[config.mk]
export PLATFORM = sky130hd
export DESIGN_NAME = pc_fetch_unit
export DESIGN_NICKNAME = d
export VERILOG_FILES = /design/src/rtl/pc_fetch_unit.sv
export SDC_FILE = /design/constraint.sdc
export NUM_CORES = 1
export LEC_CHECK = 0
export ABC_AREA = 1
export CAP_MARGIN = 10
export CELL_PAD_IN_SITES_DETAIL_PLACEMENT = 0
export CELL_PAD_IN_SITES_GLOBAL_PLACEMENT = 2
export CORE_ASPECT_RATIO = 1.5
export CORE_UTILIZATION = 25
export CTS_CLUSTER_SIZE = 10
export DETAILED_ROUTE_END_ITERATION = 6
export MAX_ROUTING_LAYER = met4
export PLACE_DENSITY = 0.74
export SLEW_MARGIN = 20
export SYNTH_ARGS = -nofsm -noshare
export SYNTH_HDL_FRONTEND = slang
export SYNTH_SLANG_ARGS = --single-unit
[constraint.sdc]
create_clock -name CLK -period 3.4 [get_ports CLK]
set_clock_uncertainty 0.2 [all_clocks]
set_input_delay 0.34 -clock CLK [delete_from_list [all_inputs] [get_ports CLK]]
set_output_delay 0.34 -clock CLK [all_outputs]
set_load 0.005 [all_outputs]
[src/rtl/pc_fetch_unit.sv]
// pc_fetch_unit: OTTER IF stage (PC, single-outstanding imem fetch, instr FIFO); FETCH_PERF_CNT_EN adds REDIR_CNT
module pc_fetch_unit #(
  parameter logic [31:0] RESET_VEC = 32'h0000_0000,
  parameter int FIFO_DEPTH = 2
) (
  input  logic        CLK,
  input  logic        RST_N,
  input  logic        REDIR_VALID,
  input  logic [2:0]  PC_SOURCE,
  input  logic [31:0] JALR_TGT,
  input  logic [31:0] BRANCH_TGT,
  input  logic [31:0] JAL_TGT,
  output logic        IMEM_REQ,
  output logic [31:0] IMEM_ADDR,
  input  logic        IMEM_GNT,
  input  logic        IMEM_RVALID,
  input  logic [31:0] IMEM_RDATA,
`ifdef FETCH_PERF_CNT_EN
  output logic [31:0] REDIR_CNT,
`endif
  output logic        IF_VALID,
  output logic [31:0] IF_PC,
  output logic [31:0] IF_INSTR,
  input  logic        IF_READY
);
  localparam int AW = $clog2(FIFO_DEPTH);
  localparam int CW = AW + 1;
  typedef enum logic [1:0] {S_RUN, S_WAIT, S_DROP} state_t;
  state_t state_q, state_d;
  logic [31:0] pc_q, pc_d, tag_q, tag_d, target;
  logic live_q;
  logic [AW-1:0] wr_q, wr_d, rd_q, rd_d;
  logic [CW-1:0] cnt_q, cnt_d, occ;
  logic [31:0] fpc_q [FIFO_DEPTH];
  logic [31:0] fpc_d [FIFO_DEPTH];
  logic [31:0] fins_q [FIFO_DEPTH];
  logic [31:0] fins_d [FIFO_DEPTH];
  logic redirect, busy, push, pop, req, gnt;
`ifdef FETCH_PERF_CNT_EN
  logic [31:0] redir_cnt_q, redir_cnt_d;
`endif
  always_comb begin
    redirect = REDIR_VALID & (PC_SOURCE inside {3'd1, 3'd2, 3'd3});
    target = (PC_SOURCE == 3'd1 ? JALR_TGT : PC_SOURCE == 3'd2 ? BRANCH_TGT : JAL_TGT) & ~32'h3;
    busy = state_q != S_RUN;
    IF_VALID = RST_N & (cnt_q != '0);
    pop = IF_VALID & IF_READY;
    push = (state_q == S_WAIT) & IMEM_RVALID & ~redirect;
    // a completing response turns its outstanding slot into an occupied one, so busy covers both
    occ = cnt_q + CW'(busy) - CW'(pop);
    req = RST_N & live_q & ~redirect & ((state_q == S_RUN) | ((state_q == S_WAIT) & IMEM_RVALID))
          & (occ < CW'(FIFO_DEPTH));
    gnt = req & IMEM_GNT;
    state_d = redirect ? ((busy & ~IMEM_RVALID) ? S_DROP : S_RUN)
            : gnt ? S_WAIT
            : (busy & IMEM_RVALID) ? S_RUN : state_q;
    pc_d = redirect ? target : gnt ? pc_q + 32'd4 : pc_q;
    tag_d = gnt ? pc_q : tag_q;
    wr_d = redirect ? '0 : wr_q + AW'(push);
    rd_d = redirect ? '0 : rd_q + AW'(pop);
    cnt_d = redirect ? '0 : cnt_q + CW'(push) - CW'(pop);
    fpc_d = fpc_q;
    fins_d = fins_q;
    if (push) begin
      fpc_d[wr_q] = tag_q;
      fins_d[wr_q] = IMEM_RDATA;
    end
`ifdef FETCH_PERF_CNT_EN
    redir_cnt_d = redir_cnt_q + 32'(redirect);
`endif
  end
  always_ff @(posedge CLK) begin
    if (!RST_N) begin
      state_q <= S_RUN;
      pc_q <= RESET_VEC;
      tag_q <= '0;
      live_q <= 1'b0;
      wr_q <= '0;
      rd_q <= '0;
      cnt_q <= '0;
`ifdef FETCH_PERF_CNT_EN
      redir_cnt_q <= '0;
`endif
    end else begin
      state_q <= state_d;
      pc_q <= pc_d;
      tag_q <= tag_d;
      live_q <= 1'b1;
      wr_q <= wr_d;
      rd_q <= rd_d;
      cnt_q <= cnt_d;
`ifdef FETCH_PERF_CNT_EN
      redir_cnt_q <= redir_cnt_d;
`endif
    end
    fpc_q <= fpc_d;
    fins_q <= fins_d;
  end
  assign IMEM_REQ = req;
  assign IMEM_ADDR = pc_q;
  assign IF_PC = IF_VALID ? fpc_q[rd_q] : '0;
  assign IF_INSTR = IF_VALID ? fins_q[rd_q] : '0;
`ifdef FETCH_PERF_CNT_EN
  assign REDIR_CNT = redir_cnt_q;
`endif
endmodule
==> impl_results.md, run 1 <==
- Status: finished, final reports clean
- First-pass DRT Iterations: 6
- Gate Count Post-Synth: 1208
- Initial antenna violation count: 0
- H-tree level count: 4
- First-pass GRT wire length: 43100 µm
- Final Net Count: 1564
- Routed WL per cell: 14.4 µm
- WP data arrival: 2.59 ns
- Tmin final: 3.13 ns
- Routed vias: 8079
- Main area contributors after synthesis: edfxtp_1 40%, nand2_1 20%, dfxtp_1 14%, inv_1 4.9%, nor2_1 4.4%
- CP top delay family: buffers and inverters
- Post-synth ARST share: 0
- Hold Crit Class: flop to flop
- Final setup violation count: 0
- Placer Congestion: 0.840
- RSZ-0062 raised after global routing: false
- Die X: 160 µm
- Hold buffer count at CTS: 0
- Vias in the first global route: 7831
- Leakage power total: 5.46 nW
- Top-count cell post-synth: nand2_1
- R2r worst-path depth: 14
- Tot Pwr: 5.02 mW
- Post-synth EDFFs: 124
- Layout area overhead: 36.8%
- Crit path kind: input port to primary output
- IO Pins: 235
- Slew Viols, Final: 0
- Synth Cell Area: 0.00935 mm²
- Hold path depth: 0
- CTS resizes: 0
- TNS Setup: 0 ns
- Die area: 0.0382 mm²
- Fraction of layout cells with a size suffix above 1: 0.0551
- Drt initial violations: 317
- Fmax: 320 MHz
- Top_reg_cell synth: edfxtp_1
- Critical Path End Type: primary output
- Netlist cell types: 32
- Die height: 239 µm
- ANT cells: 0
- Number of vias per cell: 4.21
- Worst path max stage delay: 0.50 ns
- # rows: 86
- CTS clk-pin slew, worst paths: 0.07 ns
- Final hold viol count: 0
- CTS buffer count: 17
- Clock tree buffer depth: 2
- WL final: 27500 µm
- Routed Antenna Nets: 0
- CTS Root Cell: clkbuf_16
- Pin count of the biggest net entering global routing: 64
- Power Dens Cells: 392 mW/mm²
- Initial Util: 0.254
- CTS tree: done
- PortBufs: 224
- Detailed Place HPWL: 20000 µm
- Crit-path cells: clkdlybuf4s50_1 -> clkinv_1 -> a21oi_4 -> nand2_1 -> inv_1 -> ha_1 -> nor2_1 -> nand3_1 -> nand2_2 -> nand2_1 -> inv_1 -> clkdlybuf4s50_1
- GRT Util Overall: 0.152
- Dominant cell type by area after synthesis: edfxtp_1
- Sink Count: 191
- Placed Area: 0.0122 mm²
- Max_cap viols: 0
- Critical path's slowest cell: clkdlybuf4s50_1
- Synthesized area per cell: 7.74 µm²
- Finished Cell Area: 0.0128 mm²
- Share of the synthesized area in the top cell type: 0.398
- Final core utilization: 0.348
- Least-Margin Pin Slew: 0.746 ns
- Setup bufs post-CTS: 0
- Clock latency on the worst-skew pair: 0.44 ns
- VDD IR max: 0.000343 V
- Commonest cells in the netlist: 505 x nand2_1, 124 x edfxtp_1, 123 x inv_1, 110 x nor2_1, 67 x dfxtp_1
- Total stage count of the critical path: 12
- Startpoint Class: input port
- Tcrit/Tclk final: 0.920
- Core ar.: 0.0368 mm²
- GRT overflow: 0
- Crit path buffers/inverters: 5
- Number of synthesized register bits: 191
- Seq/Total Area, Yosys: 0.542
- DRC violations left: 0
- Slew margin rel.: 0.503
- CP required: 2.86 ns
- Yosys warning count: 0
- Largest fanout on the critical path: 3
-- cell families (layout without fill, tap and decap cells) --
family,count (synthesis),count (layout),share of synthesized area
xor+xnor,3,3,0.00281
fa+ha+maj,6,6,0.00803
other cells,1,4,0.000401
buf+inv,187,410,0.0802
flops,191,191,0.542
simple gates,693,693,0.295
compound gates,127,127,0.0720
-- flip-flops by register name, indices dropped and copies added (netlist names) --
signal / flops
IMEM_ADDR: 30
cnt_q: 2
fins_q: 64
fpc_q: 60
live_q: 1
rd_q: 1
state_q: 2
tag_q: 30
wr_q: 1
-- routing by layer --
| metal | global-route usage | up-vias | part of all wire |
|---|---|---|---|
| met5 | - | - | 0 |
| met4 | 0.0620 | 0 | 0.026 |
| met3 | 0.0316 | 26 | 0.043 |
| met2 | 0.265 | 205 | 0.51 |
| met1 | 0.168 | 3601 | 0.42 |
| li1 | - | 4247 | - |
-- power breakdown --
part	internal, mW	switching [mW]
combinational	0.289	0.249
sequential	2.51	0.0626
clock	0.982	0.925
-- through the flow --
stage	setup WS [ns]	hold WS, ns	cells
floorplan	-0.00316	0.168	1211
global placement	0.210	0.232	1886
detailed placement	0.217	0.242	1886
CTS	0.172	0.246	1918
global route	0.0296	0.257	1918
finish	0.274	0.258	1918
-- final cells by class --
cell class / instances / area (µm²)
inverters: 130 / 488
clock inverters: 14 / 123
multi-input cells: 833 / 3580
well taps: 484 / 606
repair buffers: 248 / 2480
fillers: 3951 / 24000
clock buffers: 18 / 439
flip-flops and latches: 191 / 5070
-- worst paths after layout --
kind            start             to  slack [ns]
max             RST_N       IMEM_REQ        0.27
min          tag_q[7]       fpc_q[7]        0.26
max reg2reg  cnt_q[1]  IMEM_ADDR[18]        0.87
min reg2reg  tag_q[7]       fpc_q[7]        0.26
-- placed cells by master (no fill, tap or decap), types with 3 or more instances in the layout --
cell / count
dfxtp_1: 66
edfxtp_1: 124
nor2_2: 3
buf_4: 19
buf_12: 5
nor2_1: 110
inv_2: 6
o21ai_0: 46
nand4_1: 4
clkdlybuf4s50_1: 224
or2_2: 3
ha_1: 4
nand3_1: 59
o21bai_1: 3
nand2_1: 504
clkbuf_16: 17
xnor2_1: 3
conb_1: 4
o21ai_1: 3
o211ai_1: 9
inv_6: 4
inv_1: 123
a21oi_1: 64
clkinv_4: 5
inv_8: 3
No activity file was read; power rests on OpenSTA's default activity.
==> run 2, diff against run 1 <==
Settings changed: CAP_MARGIN 10 to not set.
==> results of run 2 <==
Same layout as run 1: the final DEF is identical, and so are final timing and power.
==> run 3, diff against run 2 <==
Settings changed: CTS_BUF_LIST set to sky130_fd_sc_hd__clkbuf_4 sky130_fd_sc_hd__clkbuf_8 sky130_fd_sc_hd__clkbuf_16.
==> results of run 3 <==
Same layout as run 1: the final DEF is identical, and so are final timing and power.
